==> config.mk <==
export PLATFORM = sky130hd
export DESIGN_NAME = cell3_bist_seq
export DESIGN_NICKNAME = d
export VERILOG_FILES = /design/src/rtl/cell3_bist_seq.sv
export SDC_FILE = /design/constraint.sdc
export NUM_CORES = 1
export LEC_CHECK = 0
export BUFFER_PORTS_ARGS = -buffer_cell sky130_fd_sc_hd__buf_2
export CORE_MARGIN = 10
export CORE_UTILIZATION = 25
export DETAILED_ROUTE_END_ITERATION = 7
export GPL_ROUTABILITY_DRIVEN = 0
export MAX_ROUTING_LAYER = met4
export PLACE_DENSITY = 0.54
export SLEW_MARGIN = 20
export SYNTH_ARGS = -nofsm -noshare
export SYNTH_HDL_FRONTEND = slang
export SYNTH_SLANG_ARGS = --single-unit
==> constraint.sdc <==
create_clock -name CLK -period 2.5 [get_ports CLK]
set_input_delay 0.125 -clock CLK [delete_from_list [all_inputs] [get_ports CLK]]
set_output_delay 0.125 -clock CLK [all_outputs]
set_load 0.01 [all_outputs]
==> src/rtl/cell3_bist_seq.sv <==
// cell3_bist_seq: built-in self-test sequencer for a bank of 3-input
// combinational cells. Drives the shared A/B/C pins through all 8 patterns,
// samples each cell's Y once the pattern has settled and compares it with that
// cell's expected truth table. Reports a sticky per-cell fail mask, a
// saturating mismatch count and a pass flag.
// Optional build macro CELL3_BIST_MISR_EN adds a 16-bit MISR output SIGNATURE
// (x^16+x^12+x^5+1, seed 16'hFFFF) that compacts every sampled Y_IN word.
module cell3_bist_seq #(
    parameter int                       NUM_CELLS  = 3,
    parameter logic [8*NUM_CELLS-1:0]   TRUTH      = 24'hFE_80_01,
    parameter int                       SETTLE_CYC = 2,
    parameter int                       ERR_W      = 8
) (
    input  logic                 CLK,
    input  logic                 RST,
    input  logic                 START,
    output logic                 A,
    output logic                 B,
    output logic                 C,
    input  logic [NUM_CELLS-1:0] Y_IN,
    output logic                 BUSY,
    output logic                 DONE,
    output logic                 PASS,
    output logic [NUM_CELLS-1:0] FAIL_MASK,
`ifdef CELL3_BIST_MISR_EN
    output logic [15:0]          SIGNATURE,
`endif
    output logic [ERR_W-1:0]     ERR_CNT
);

    // Settle counter only has to reach SETTLE_CYC-1; keep at least one bit.
    localparam int CNT_W = (SETTLE_CYC > 1) ? $clog2(SETTLE_CYC) : 1;
    localparam logic [CNT_W-1:0] CNT_LAST = CNT_W'(SETTLE_CYC - 1);

    // Popcount of one sample and the widened sum used for saturation.
    localparam int PC_W  = $clog2(NUM_CELLS + 1);
    localparam int SUM_W = ERR_W + PC_W;
    localparam logic [ERR_W-1:0] ERR_MAX = '1;

    typedef enum logic [1:0] {
        S_IDLE,
        S_SETTLE,
        S_SAMPLE,
        S_FINISH
    } state_t;

    state_t                 r_state;
    logic [2:0]             r_pat;
    logic [CNT_W-1:0]       r_cnt;
    logic [2:0]             r_abc;
    logic                   r_busy;
    logic                   r_done;
    logic                   r_pass;
    logic [NUM_CELLS-1:0]   r_fail_mask;
    logic [ERR_W-1:0]       r_err_cnt;

    logic [NUM_CELLS-1:0]   w_mismatch;
    logic [PC_W-1:0]        w_popcnt;
    logic [SUM_W-1:0]       w_sum;
    logic [ERR_W-1:0]       w_err_sat;

    // Per-cell comparison of Y against the expected bit for the current pattern.
    genvar gi;
    generate
        for (gi = 0; gi < NUM_CELLS; gi++) begin : g_cmp
            localparam logic [7:0] CELL_TT = TRUTH[8*gi +: 8];
            assign w_mismatch[gi] = Y_IN[gi] ^ CELL_TT[r_pat];
        end
    endgenerate

    // Count mismatching cells in this sample and add them with saturation.
    always_comb begin
        w_popcnt = '0;
        for (int k = 0; k < NUM_CELLS; k++) begin
            w_popcnt = w_popcnt + PC_W'(w_mismatch[k]);
        end
        w_sum     = SUM_W'(r_err_cnt) + SUM_W'(w_popcnt);
        w_err_sat = (w_sum > SUM_W'(ERR_MAX)) ? ERR_MAX : w_sum[ERR_W-1:0];
    end

    // Sequencer FSM: every output is a register updated alongside the state.
    always_ff @(posedge CLK) begin
        if (RST) begin
            r_state     <= S_IDLE;
            r_pat       <= 3'd0;
            r_cnt       <= '0;
            r_abc       <= 3'b000;
            r_busy      <= 1'b0;
            r_done      <= 1'b0;
            r_pass      <= 1'b0;
            r_fail_mask <= '0;
            r_err_cnt   <= '0;
        end else begin
            r_done <= 1'b0;
            case (r_state)
                S_IDLE: begin
                    r_abc <= 3'b000;
                    if (START) begin
                        r_state     <= S_SETTLE;
                        r_pat       <= 3'd0;
                        r_cnt       <= '0;
                        r_busy      <= 1'b1;
                        r_fail_mask <= '0;
                        r_err_cnt   <= '0;
                        r_pass      <= 1'b0;
                    end
                end
                S_SETTLE: begin
                    r_cnt <= r_cnt + CNT_W'(1);
                    if (r_cnt == CNT_LAST) begin
                        r_state <= S_SAMPLE;
                    end
                end
                S_SAMPLE: begin
                    r_fail_mask <= r_fail_mask | w_mismatch;
                    r_err_cnt   <= w_err_sat;
                    if (r_pat == 3'd7) begin
                        // Pass is judged on the mask including this last sample.
                        r_state <= S_FINISH;
                        r_abc   <= 3'b000;
                        r_busy  <= 1'b0;
                        r_done  <= 1'b1;
                        r_pass  <= ((r_fail_mask | w_mismatch) == '0);
                    end else begin
                        r_state <= S_SETTLE;
                        r_pat   <= r_pat + 3'd1;
                        r_abc   <= r_pat + 3'd1;
                        r_cnt   <= '0;
                    end
                end
                S_FINISH: begin
                    r_state <= S_IDLE;
                end
                default: begin
                    r_state <= S_IDLE;
                end
            endcase
        end
    end

`ifdef CELL3_BIST_MISR_EN
    logic [15:0] r_sig;
    logic [15:0] w_sig_next;

    // One MISR step: Galois shift by x^16+x^12+x^5+1, then fold in the sample.
    assign w_sig_next = {r_sig[14:0], 1'b0}
                      ^ (r_sig[15] ? 16'h1021 : 16'h0000)
                      ^ 16'(Y_IN);

    // Signature reseeds on reset and on an accepted start, updates per sample.
    always_ff @(posedge CLK) begin
        if (RST) begin
            r_sig <= 16'hFFFF;
        end else if (r_state == S_IDLE && START) begin
            r_sig <= 16'hFFFF;
        end else if (r_state == S_SAMPLE) begin
            r_sig <= w_sig_next;
        end
    end

    assign SIGNATURE = r_sig;
`endif

    assign {A, B, C}  = r_abc;
    assign BUSY       = r_busy;
    assign DONE       = r_done;
    assign PASS       = r_pass;
    assign FAIL_MASK  = r_fail_mask;
    assign ERR_CNT    = r_err_cnt;

endmodule

# [After elaboration in Yosys (flattened, before gate mapping)]
# Memory sizes are Yosys's and may differ from the RTL's. A register that Yosys moved wholly into a read port is not among the register bits.
# Index checks and enable logic that the tools add are counted.
[word_totals] ff_bits=23 romBits=24 in_bits=6 out_inout_bits=17 wordCells=73 n_memories=3
[memory_table] name="(no name shown)" words=8 word_bits=1 rd=1 rd_ports_with_merged_regs=1 wr=0 line="67" source="assign w_mismatch[gi] = Y_IN[gi] ^ CELL_TT[r_pat];"
[memory_table] name="(no name shown)" words=8 word_bits=1 rd=1 rd_ports_with_merged_regs=1 wr=0 line="67"
[memory_table] name="(no name shown)" words=8 word_bits=1 rd=1 rd_ports_with_merged_regs=1 wr=0 line="67"
[op_classes] addsub=5 magnitude_cmp=2 eq_ne=8 n_mux=31 bitwise_logic=5 n_reduce_logical=10
[ops] cell="two-way mux 3 bit" count=9
[ops] cell="case mux 3 bit (2 select lines)" count=3
[ops] cell="two-way mux 8 bit" count=2
[ops] cell="case mux 8 bit (2 select lines)" count=1
[ops] cell="adder 8 x 2 -> 9 bit" count=1
[ops] cell="> comparator 9 x 8 -> 1 bit (second input constant)" count=1
[ops] cell="two-way mux 1 bit" count=9
[ops] cell="AND reduction 3 bit" count=3
[ops] cell="inequality test 2 bit (second input constant)" count=4
[ops] cell="case mux 2 bit (4 select lines)" count=1
[ops] cell="two-way mux 2 bit" count=3
[ops] cell="== test 2 bit (second input constant)" count=2
[ops] cell="< comparator 3 x 4 -> 1 bit (second input constant)" count=1
[ops] cell="case mux 1 bit (2 select lines)" count=2
[ops] cell="AND reduction 2 bit" count=2
[ops] cell="adder 3 x 1 -> 3 bit (second input constant)" count=1
[ops] cell="== test 3 bit (second input constant)" count=1
[ops] cell="zero test 3 bit" count=1
[ops] cell="bitwise OR 3 bit" count=1
[ops] cell="case mux 1 bit (3 select lines)" count=1
[ops] cell="nonzero test 3 bit" count=1
[ops] cell="XOR 1 bit" count=3
[ops] cell="adder 1 x 1 -> 2 bit" count=1
[ops] cell="adder 2 x 1 -> 2 bit" count=1
[ops] cell="6 further kinds" count=6

# [Logic depth before layout (Yosys ltp)]
# Gate-level depths: netlist of the first run.
[depth] ltp_word=9 mapped_depth=11 ltp_nobuf=11

# [Worst setup path after synthesis of the first run]
# Ideal clock, no wire load.
[synth_timing] path_kind="reg-to-reg" startpoint="register with a tool-made name" endpoint="register r_err_cnt[7], in the netlist ERR_CNT[7]" setup_ns=0.086 t_arrival_ns=2.391 t_required_ns=2.414 path_slack_ns=0.023 stages_incl_launch_ff=12 n_path_buf=0 period_less_slack_ns=2.477 cell_sequence="dfxtp_1 xor2_1 inv_1 fa_1 inv_1 ha_1 inv_1 fa_1 and4b_1 nor2_1 a21bo_2 a211oi_1"
[synth_lines] element="to (signal assigned)" line="116" source="r_err_cnt <= w_err_sat;"
[synth_lines] element="to (decl)" line="55" source="logic [ERR_W-1:0] r_err_cnt;"

==> results of run 1 <==
-- final cells by class --
class | count | area share
multi-input cells | 96 | 0.435
inverters | 9 | 0.0218
well taps | 67 | 0.0541
repair buffers | 29 | 0.105
flip-flops and latches | 26 | 0.338
clock inverters | 1 | 0.0194
clock buffers | 3 | 0.0267
-- how the worst max path moves through the flow --
stage / start / endpoint / slack, ps / cells past startpoint
finish: flip-flop / ERR_CNT[7] / 30 / 11
global placement: flip-flop / ERR_CNT[7] / 40 / 11
detailed placement: flip-flop / ERR_CNT[7] / -30 / 11
global route: flip-flop / ERR_CNT[6] / -110 / 11
floorplan: flip-flop / ERR_CNT[7] / 20 / 11
CTS: flip-flop / ERR_CNT[7] / 6 / 11
-- cells by family (layout without fill, tap and decap cells) --
family                     Yosys count  count (layout)  synth area share
and+or+nand+nor                     47              47             0.193
AOI/OAI and AO/OA                   37              37             0.203
DFF                                 26              26             0.424
buffers and inverters               18              42            0.0592
adders and majority gates            6               6            0.0735
xor gates and xnor gates             4               4            0.0286
muxes                                2               2            0.0184
-- metal layers --
| layer | track usage | vias to the layer above |
|---|---|---|
| li1 | - | 544 |
| met2 | 0.114 | 17 |
| met5 | - | - |
| met1 | 0.0904 | 496 |
| met4 | 0.0225 | 0 |
| met3 | 0.0258 | 4 |
-- critical path, stage by stage, from the launching register on --
cell,delay (ps)
sky130_fd_sc_hd__dfxtp_2,350
sky130_fd_sc_hd__xor2_2,160
sky130_fd_sc_hd__inv_1,80
sky130_fd_sc_hd__fa_1,440
sky130_fd_sc_hd__inv_1,70
sky130_fd_sc_hd__ha_2,170
sky130_fd_sc_hd__inv_2,40
sky130_fd_sc_hd__fa_2,390
sky130_fd_sc_hd__and4b_1,280
sky130_fd_sc_hd__nor2_1,50
sky130_fd_sc_hd__a21bo_2,200
sky130_fd_sc_hd__a211oi_2,170
-- report_power, final --
group          switching [uW]  internal [uW]
sequential               8.56            420
clock                     136            214
combinational            42.9           31.1
total                     187            665
-- layout by cell type (no fill, tap or decap), drive strengths merged --
cell type	n
nor4b	1
nand3b	1
bufinv	1
xnor2	1
ha	4
inv	9
mux2	2
nor3	1
nand4b	1
nor4	3
fa	2
nor2b	1
a211oi	1
a21oi	11
and4	1
a31o	2
o21ai	3
o31ai	1
a41oi	1
a21bo	1
dfxtp	26
and4b	1
a22o	2
a22oi	8
clkbuf	3
a32oi	1
nand2	12
xor2	3
a21o	2
nand3	3
or4	2
nand2b	1
buf	29
o21bai	1
nor2	17
a31oi	3
or3b	2
-- repair_timing --
action                                  CTS  global route
hold buffers                              0             0
hold endpoints to repair                  0             0
gates resized for setup                   2            11
endpoints found under the setup margin    3             8
pin swaps                                 1            11
-- per-stage QoR --
step / hold slack [ps] / util / cells / cell area [um2] / total power, uW
after floorplan: 429 / - / 140 / 1230 / 485
after detailed placement: 450 / 0.304 / 227 / 1430 / 508
after global routing: 306 / 0.328 / 231 / 1550 / 895
after CTS: 283 / 0.320 / 231 / 1510 / 861
after global placement: 444 / 0.304 / 227 / 1430 / 509
final: 293 / 0.328 / 231 / 1550 / 852
==> tab_implementation.tex, run 1 <==
\begin{tabular}{lr}
\hline
Metric & Value \\
\hline
\multicolumn{2}{l}{\textbf{Layout}} \\
Fillers & 506 \\
Area overhead of the layout relative to synthesis & 26.3\% \\
Combined area of the multi-input logic cells & 674 um2 \\
Net count of the finished layout & 177 \\
Diode insertion count for antenna repair & 0 \\
Fraction of final layout cells sized beyond drive strength 1 & 0.311 \\
Register cell area after layout & 523 um2 \\
\multicolumn{2}{l}{\textbf{Place}} \\
Number of port buffers & 22 \\
Detailed-placement wirelength estimate & 2120 um \\
Worst slack at placement & -27.8 ps \\
\multicolumn{2}{l}{\textbf{Yosys}} \\
Most repeated cell in the gate-level netlist after synthesis & sky130\_fd\_sc\_hd\_\_dfxtp\_1 \\
Post-Syn Instances & 140 \\
Top area cells in the synthesized netlist & sky130\_fd\_sc\_hd\_\_dfxtp\_1 (42\%), sky130\_fd\_sc\_hd\_\_nor2\_1 (5.2\%), sky130\_fd\_sc\_hd\_\_a22oi\_1 (4.9\%) \\
Most numerous cell types in the synthesized netlist & sky130\_fd\_sc\_hd\_\_dfxtp\_1 (26), sky130\_fd\_sc\_hd\_\_nor2\_1 (17), sky130\_fd\_sc\_hd\_\_nand2\_1 (12) \\
Primary flip-flop cell chosen by synthesis mapping & sky130\_fd\_sc\_hd\_\_dfxtp\_1 \\
Top-area cell type share of the netlist area & 0.424 \\
Per-instance average area after synthesis & 8.76 um2 \\
Number of flops mapped to enable cells by yosys & 0 \\
Cell type contributing the most total cell area after synthesis & sky130\_fd\_sc\_hd\_\_dfxtp\_1 \\
Synth Warn \# & 0 \\
Number of library cell types mapped by synthesis & 36 \\
Register bit count reported by yosys & 26 \\
Synth Net Count & 152 \\
Share of synthesized area occupied by flip-flops and latches & 0.424 \\
FFs w/ async S/R, synth & 0 \\
Netlist Area Pre-Place & 1230 um2 \\
\multicolumn{2}{l}{\textbf{Clock network}} \\
Number of buffers on the longest clock path & 2 \\
Clock sink count & 26 \\
Clock latency reported for the late side of the worst-skew pair & 270 ps \\
Clock-pin slew on the worst setup and hold paths & 90 ps \\
H-tree depth & 1 \\
Clock root buffer master & sky130\_fd\_sc\_hd\_\_clkbuf\_8 \\
Setup bufs post-CTS & 0 \\
Clock buffer count from CTS & 3 \\
Clock tree from TritonCTS & yes \\
\multicolumn{2}{l}{\textbf{Power and ir drop}} \\
Lkg Pwr & 0.000634 uW \\
Maximum VDD drop & 0.344 mV \\
P per Cell Area & 550 nW/um2 \\
\multicolumn{2}{l}{\textbf{Route}} \\
Drt drc & 0 \\
Drt total wl & 2980 um \\
Detailed-routing wirelength on met1 & 1520 um \\
DRC violation total after the first TritonRoute iteration & 60 \\
Via count of the routed design & 1061 \\
Met3 WL & 113 um \\
Sum of met2 wire segment lengths after detailed routing & 1320 um \\
Via/cell ratio & 4.59 \\
Detailed-router iteration count before antenna repair & 4 \\
Per-cell routed wire length & 12.9 um \\
Antenna-violating nets left & 0 \\
Top routing layer in use & met4 \\
\multicolumn{2}{l}{\textbf{STA}} \\
RSZ-0062 raised after global routing & true \\
Clock period minus final worst setup slack & 2470 ps \\
F\_max & 405 MHz \\
Count of endpoints failing hold in the final timing report & 0 \\
Clock Skews & 2.11 ps \\
Transition time at the pin with the least slew margin & 495 ps \\
Accumulated negative setup slack & 0 ps \\
Min setup slack post-route & 33.5 ps \\
Number of endpoints failing setup at the final stage & 0 \\
Max-Slew Margin vs Limit & 0.670 \\
Final period utilization & 0.987 \\
Max-slew violation total from the final report & 0 \\
\multicolumn{2}{l}{\textbf{Global routing}} \\
GRT overflow & 0 \\
Wire length of the first global-routing pass & 5000 um \\
Via count of the first global-routing pass & 1056 \\
Number of antenna violations at the first check in global routing & 0 \\
Global routing usage summed across all routing layers & 0.0745 \\
Largest net degree at the start of global routing & 27 \\
\multicolumn{2}{l}{\textbf{Min path}} \\
Hold Crit Endpoint & r\_abc[0] \\
Worst hold path type & in -> reg \\
Worst hold stages & 2 \\
Launch instance of the worst min-delay path & RST \\
\multicolumn{2}{l}{\textbf{Floorplan}} \\
Starting density of the core & 0.260 \\
Die outline width & 90.0 um \\
Number of placement rows & 25 \\
Std-Cell Core Area & 4720 um2 \\
Die Area & 8110 um2 \\
Die height & 90.0 um \\
I/O pin count & 23 \\
\multicolumn{2}{l}{\textbf{Critical path}} \\
Worst-path fanout max & 3 \\
Critical path startpoint category & flip-flop \\
Logic depth of the worst register-to-register path & 11 \\
Endpoint of the lowest-slack register-to-register path & ERR\_CNT[7] \\
Kind of end point of the critical path & flip-flop \\
Register-to-register path setup slack & 30 ps \\
Critical path required time & 2700 ps \\
Setup Crit Path Kind & reg -> reg \\
Data arrival at the endpoint of the critical path & 2660 ps \\
\multicolumn{2}{l}{\textbf{Job}} \\
Maxcap violations & 0 \\
\multicolumn{2}{l}{\textbf{Run status}} \\
Result of the run & finished, final reports clean \\
\hline
\end{tabular}
No activity file was read; power rests on OpenSTA's default activity.
==> run 2: changes to the inputs <==
- PLACE_DENSITY: 0.54 -> 0.52
- clock period: 2.5 -> 2.45 ns (I/O delays scaled with it)
==> run 2 against run 1 <==
Effect of this change: sequential share of layout area rose by 0.64 points; combinational power fell by 1%; register-to-register slack got worse by 30 ps; die area did not move; routed wire length rose by 0.50%; first-iteration DRC count fell by 50%; critical path depth did not move; fmax rose by 0.68%; critical path type unchanged; largest cell class unchanged.
==> tab_implementation.tex, run 2 (synthesis results as in run 1) <==
\begin{tabular}{lr}
\hline
Metric & Value \\
\hline
\multicolumn{2}{l}{\textbf{Route}} \\
Antenna-violating nets left & 0 \\
Detailed-router iteration count before antenna repair & 4 \\
Via count of the routed design & 1055 \\
Via/cell ratio & 4.59 \\
Drt total wl & 3000 um \\
Drt drc & 0 \\
Per-cell routed wire length & 13.0 um \\
DRC violation total after the first TritonRoute iteration & 30 \\
\multicolumn{2}{l}{\textbf{Place}} \\
DP Area & 1430 um2 \\
Detailed-placement wirelength estimate & 2140 um \\
Number of port buffers & 22 \\
Placed insts & 226 \\
\multicolumn{2}{l}{\textbf{Layout}} \\
Final core utilization & 0.322 \\
Leading cell types in the layout, fill and taps excluded & sky130\_fd\_sc\_hd\_\_dfxtp\_1 (24), sky130\_fd\_sc\_hd\_\_buf\_2 (22), sky130\_fd\_sc\_hd\_\_nor2\_1 (16) \\
Cell Count, Final, Fillers Out & 230 \\
Fillers & 520 \\
Most common library cell in the layout ignoring fill and taps & sky130\_fd\_sc\_hd\_\_dfxtp\_1 \\
Net count of the finished layout & 177 \\
Post-route standard cell area excluding fillers & 1520 um2 \\
Diode insertion count for antenna repair & 0 \\
Area overhead of the layout relative to synthesis & 24.0\% \\
Fraction of final layout cells sized beyond drive strength 1 & 0.301 \\
\multicolumn{2}{l}{\textbf{Global routing}} \\
Number of antenna violations at the first check in global routing & 0 \\
GRT overflow & 0 \\
Global routing usage summed across all routing layers & 0.0789 \\
Largest net degree at the start of global routing & 27 \\
Wire length of the first global-routing pass & 5290 um \\
Via count of the first global-routing pass & 1087 \\
\multicolumn{2}{l}{\textbf{Clock network}} \\
Clock sink count & 26 \\
Clock latency reported for the late side of the worst-skew pair & 270 ps \\
Clock tree from TritonCTS & yes \\
Clock-pin slew on the worst setup and hold paths & 90 ps \\
Clock root buffer master & sky130\_fd\_sc\_hd\_\_clkbuf\_8 \\
Hold buffer count at cts & 0 \\
Number of buffers on the longest clock path & 2 \\
H-tree depth & 1 \\
Clock buffer count from CTS & 3 \\
\multicolumn{2}{l}{\textbf{Floorplan}} \\
I/O pin count & 23 \\
Die outline width & 90.0 um \\
Die Area & 8110 um2 \\
Die height & 90.0 um \\
Starting density of the core & 0.260 \\
Number of placement rows & 25 \\
Std-Cell Core Area & 4720 um2 \\
\multicolumn{2}{l}{\textbf{Min path}} \\
Worst hold path type & in -> reg \\
\multicolumn{2}{l}{\textbf{STA}} \\
Number of endpoints failing setup at the final stage & 0 \\
RSZ-0062 raised after global routing & true \\
Count of endpoints failing hold in the final timing report & 0 \\
Clock period minus final worst setup slack & 2450 ps \\
Final period utilization & 1.00 \\
Max-Slew Margin vs Limit & 0.273 \\
Max-slew violation total from the final report & 0 \\
F\_max & 408 MHz \\
Transition time at the pin with the least slew margin & 1090 ps \\
Clock Skews & 7.82 ps \\
Accumulated negative setup slack & 0 ps \\
\multicolumn{2}{l}{\textbf{Critical path}} \\
Setup Crit Path Kind & reg -> reg \\
Worst-path fanout max & 3 \\
Kind of end point of the critical path & flip-flop \\
Data arrival at the endpoint of the critical path & 2650 ps \\
Critical path required time & 2650 ps \\
Critical path startpoint category & flip-flop \\
\multicolumn{2}{l}{\textbf{Power and ir drop}} \\
Maximum VDD drop & 0.263 mV \\
Lkg Pwr & 0.000623 uW \\
P per Cell Area & 496 nW/um2 \\
Pwr Total & 755 uW \\
\multicolumn{2}{l}{\textbf{Run status}} \\
Result of the run & finished, final reports clean \\
\multicolumn{2}{l}{\textbf{Job}} \\
Maxcap violations & 0 \\
\hline
\end{tabular}
[run 2: cell count changes in the layout (fill, tap and decap cells not counted)]
| cell | before | now |
|---|---|---|
| sky130_fd_sc_hd__a21oi_1 | 10 | 11 |
| sky130_fd_sc_hd__nand2_2 | 1 | 0 |
| sky130_fd_sc_hd__nand2_1 | 11 | 12 |
| sky130_fd_sc_hd__a21oi_2 | 1 | 0 |
| sky130_fd_sc_hd__xor2_1 | 2 | 1 |
| sky130_fd_sc_hd__bufinv_16 | 1 | 0 |
| sky130_fd_sc_hd__o21ai_1 | 1 | 2 |
| sky130_fd_sc_hd__xor2_2 | 1 | 2 |
| sky130_fd_sc_hd__o21ai_0 | 2 | 1 |
[run 2: cell type report]
type                       count  area (um2)  area share
multi-input combinational     96         676       0.444
sequential                    26         523       0.344
inverter                       9        33.8      0.0222
clock buffer                   3        41.3      0.0272
tap                           67        83.8      0.0551
timing repair buffer          29         163       0.107
[run 2: path summary, 6_finish.rpt]
kind,startpoint,cells after the start,endpoint,slack [ps]
max reg2reg,flip-flop,11,ERR_CNT[7],0.2
max,flip-flop,11,ERR_CNT[7],0.2
min reg2reg,BUSY,2,BUSY,460
min,START,4,r_cnt,280
[run 2: layer usage]
layer	wire, um	GRT usage	up-vias
met4	25	0.0199	0
met2	1410	0.125	18
li1	-	-	539
met5	0	-	-
met3	133	0.0266	4
met1	1430	0.0936	494
[run 2: power by group]
group          leakage [uW]  switching [uW]  total (uW)  internal [uW]
clock             0.0000216             134         244            110
sequential         0.000210            8.69         437            428
combinational      0.000392            42.5        73.2           30.6
[run 2: stage by stage]
step                setup slack, ps  hold WS [ps]
CTS                            6.67           277
global route                   -128           306
floorplan                      29.8           427
global placement              -31.6           446
finish                        0.221           276
detailed placement            -41.1           451
[run 2: what timing repair did]
item                       4_1_cts  5_1_grt
setup endpoints to repair        3        8
pin swaps                        2        1
setup buffers                    0        1
resized for setup                3        9
[run 2: worst max-delay path: stages (launching register included)]
cell                       delay, ps
sky130_fd_sc_hd__dfxtp_2         340
sky130_fd_sc_hd__xor2_2          150
sky130_fd_sc_hd__inv_1            80
sky130_fd_sc_hd__fa_1            440
sky130_fd_sc_hd__inv_1            70
sky130_fd_sc_hd__ha_2            170
sky130_fd_sc_hd__inv_2            40
sky130_fd_sc_hd__fa_2            330
sky130_fd_sc_hd__and4b_1         270
sky130_fd_sc_hd__nor2_1           60
sky130_fd_sc_hd__a21bo_2         220
sky130_fd_sc_hd__a211oi_2        200
==> run 3: changes to the inputs <==
- CORE_ASPECT_RATIO: unset -> 1.25
==> run 3 against run 2 <==
Effect of this change: clock skew fell by 6.2 ps; routed wire length rose by 1.9%; via count rose by 2.6%; critical endpoint unchanged; largest cell class unchanged.
==> tab_implementation.tex, run 3 (synthesis results as in run 1) <==
\begin{tabular}{lr}
\hline
Metric & Value \\
\hline
\multicolumn{2}{l}{\textbf{Run status}} \\
Result of the run & finished, final reports clean \\
\multicolumn{2}{l}{\textbf{Route}} \\
DRC violation total after the first TritonRoute iteration & 75 \\
Top routing layer in use & met4 \\
Detailed-router iteration count before antenna repair & 4 \\
Per-cell routed wire length & 13.6 um \\
Sum of met2 wire segment lengths after detailed routing & 1460 um \\
Drt total wl & 3050 um \\
Antenna-violating nets left & 0 \\
Detailed-routing wirelength on met1 & 1310 um \\
Via/cell ratio & 4.83 \\
Met3 WL & 229 um \\
Drt drc & 0 \\
Via count of the routed design & 1082 \\
\multicolumn{2}{l}{\textbf{Clock network}} \\
Clock buffer count from CTS & 3 \\
Clock latency reported for the late side of the worst-skew pair & 270 ps \\
Clock tree from TritonCTS & yes \\
H-tree depth & 1 \\
Hold buffer count at cts & 0 \\
Clock-pin slew on the worst setup and hold paths & 90 ps \\
Number of buffers on the longest clock path & 2 \\
Clock root buffer master & sky130\_fd\_sc\_hd\_\_clkbuf\_8 \\
Clock sink count & 26 \\
\multicolumn{2}{l}{\textbf{Power and ir drop}} \\
Net switching component of the power & 188 uW \\
Pwr Total & 791 uW \\
Seq pwr share & 0.553 \\
Switching share of power & 0.238 \\
Lkg Pwr & 0.000624 uW \\
Internal power consumption & 603 uW \\
P per Cell Area & 524 nW/um2 \\
Maximum VDD drop & 0.171 mV \\
Comb power frac & 0.094 \\
Clock network power share & 0.353 \\
\multicolumn{2}{l}{\textbf{STA}} \\
Final period utilization & 0.990 \\
Max-slew violation total from the final report & 0 \\
Accumulated negative setup slack & 0 ps \\
F\_max & 412 MHz \\
Number of endpoints failing setup at the final stage & 0 \\
Count of endpoints failing hold in the final timing report & 0 \\
Max-Slew Margin vs Limit & 0.370 \\
Clock period minus final worst setup slack & 2430 ps \\
Clock Skews & 1.62 ps \\
Transition time at the pin with the least slew margin & 943 ps \\
RSZ-0062 raised after global routing & true \\
\multicolumn{2}{l}{\textbf{Layout}} \\
Most common library cell in the layout ignoring fill and taps & sky130\_fd\_sc\_hd\_\_dfxtp\_1 \\
Cell Count, Final, Fillers Out & 224 \\
Leading cell types in the layout, fill and taps excluded & sky130\_fd\_sc\_hd\_\_dfxtp\_1 (24), sky130\_fd\_sc\_hd\_\_buf\_2 (22), sky130\_fd\_sc\_hd\_\_nor2\_1 (16) \\
Fraction of final layout cells sized beyond drive strength 1 & 0.313 \\
Combined area of the multi-input logic cells & 666 um2 \\
Register cell area after layout & 523 um2 \\
Net count of the finished layout & 176 \\
Fillers & 522 \\
Area overhead of the layout relative to synthesis & 23.2\% \\
\multicolumn{2}{l}{\textbf{Critical path}} \\
Setup Crit Path Kind & reg -> reg \\
Logic depth of the worst register-to-register path & 11 \\
Critical path required time & 2650 ps \\
Most repeated library cell on the critical path & sky130\_fd\_sc\_hd\_\_inv\_1 \\
Register-to-register path setup slack & 20 ps \\
Critical path startpoint category & flip-flop \\
Worst path slowest cell & sky130\_fd\_sc\_hd\_\_fa\_1 \\
Cell family contributing the most delay on the critical path & adder cells \\
Max incr delay on CP & 440 ps \\
Kind of end point of the critical path & flip-flop \\
Data arrival at the endpoint of the critical path & 2630 ps \\
Buffers plus inverters on the worst setup path & 3 \\
CP cell instances & xor2\_1 > inv\_1 > fa\_1 > inv\_1 > ha\_2 > inv\_2 > fa\_2 > and4b\_1 > nor2\_1 > a21bo\_2 > a211oi\_2 \\
Endpoint of the lowest-slack register-to-register path & ERR\_CNT[7] \\
Worst-path fanout max & 3 \\
\multicolumn{2}{l}{\textbf{Floorplan}} \\
Starting density of the core & 0.259 \\
Std-Cell Core Area & 4730 um2 \\
Die Area & 8120 um2 \\
I/O pin count & 23 \\
Number of placement rows & 28 \\
Die height & 98.3 um \\
Die outline width & 82.6 um \\
\multicolumn{2}{l}{\textbf{Job}} \\
Maxcap violations & 0 \\
\multicolumn{2}{l}{\textbf{Global routing}} \\
Via count of the first global-routing pass & 1007 \\
Number of antenna violations at the first check in global routing & 1 \\
Global routing usage summed across all routing layers & 0.0754 \\
Largest net degree at the start of global routing & 27 \\
Wire length of the first global-routing pass & 4750 um \\
GRT overflow & 0 \\
\multicolumn{2}{l}{\textbf{Min path}} \\
Worst hold path type & in -> reg \\
Hold Crit Endpoint & r\_cnt \\
Launch instance of the worst min-delay path & START \\
Worst hold stages & 4 \\
\multicolumn{2}{l}{\textbf{Place}} \\
Placed insts & 218 \\
Detailed-placement wirelength estimate & 2160 um \\
Number of port buffers & 22 \\
\hline
\end{tabular}
run 3: through the flow:
| step | worst slack, ps | utilization | hold WS (ps) | cell area [um2] |
|---|---|---|---|---|
| global route | -166 | 0.319 | 319 | 1510 |
| finish | 23.5 | 0.319 | 279 | 1510 |
| CTS | 11.4 | 0.315 | 275 | 1490 |
| global placement | -5.38 | 0.299 | 450 | 1410 |
| floorplan | 29.8 | - | 427 | 1230 |
| detailed placement | -48.4 | 0.299 | 459 | 1410 |
run 3: cell type report:
cell class,count,area share
Inverter,9,0.0224
Timing Repair Buffer,28,0.103
Sequential cell,26,0.346
Clock buffer,4,0.0365
Tap cell,60,0.0497
Multi-Input combinational cell,96,0.441
Antenna cell,1,0.00166
run 3: timing repair:
item | 4_1_cts | 5_1_grt
gates resized for setup | 3 | 11
hold endpoints to repair | 0 | 0
cloned | 0 | 0
pin swaps | 1 | 10
setup endpoints to repair | 5 | 8
buffers inserted | 1 | 0
run 3: power groups by stage:
stage	sequential [uW]	clock [uW]	combinational, uW
2_1_floorplan	443	0	52.3
4_1_cts	437	292	72.7
5_1_grt	439	302	84.7
3_3_place_gp	447	0	70.1
6_report	437	280	74.2
3_5_place_dp	447	0	69.6
run 3: routing by layer:
metal  global-route usage  vias up
li1                     -      545
met4               0.0310        0
met2                0.123       26
met1               0.0815      506
met5                    -        -
met3               0.0239        5
run 3: tightest hold or removal path, cell delays in order:
cell and delay (ps):
sky130_fd_sc_hd__buf_2 100, sky130_fd_sc_hd__o31ai_1 60, sky130_fd_sc_hd__a22oi_1 170, sky130_fd_sc_hd__nor2_1 50
run 3: worst max-delay path by stage:
stage               startpoint    endpoint  cells after the start
floorplan            flip-flop  ERR_CNT[7]                     11
global placement     flip-flop  ERR_CNT[7]                     11
detailed placement   flip-flop  ERR_CNT[7]                     11
CTS                  flip-flop  ERR_CNT[7]                     11
global route         flip-flop  ERR_CNT[6]                     11
finish               flip-flop  ERR_CNT[7]                     11
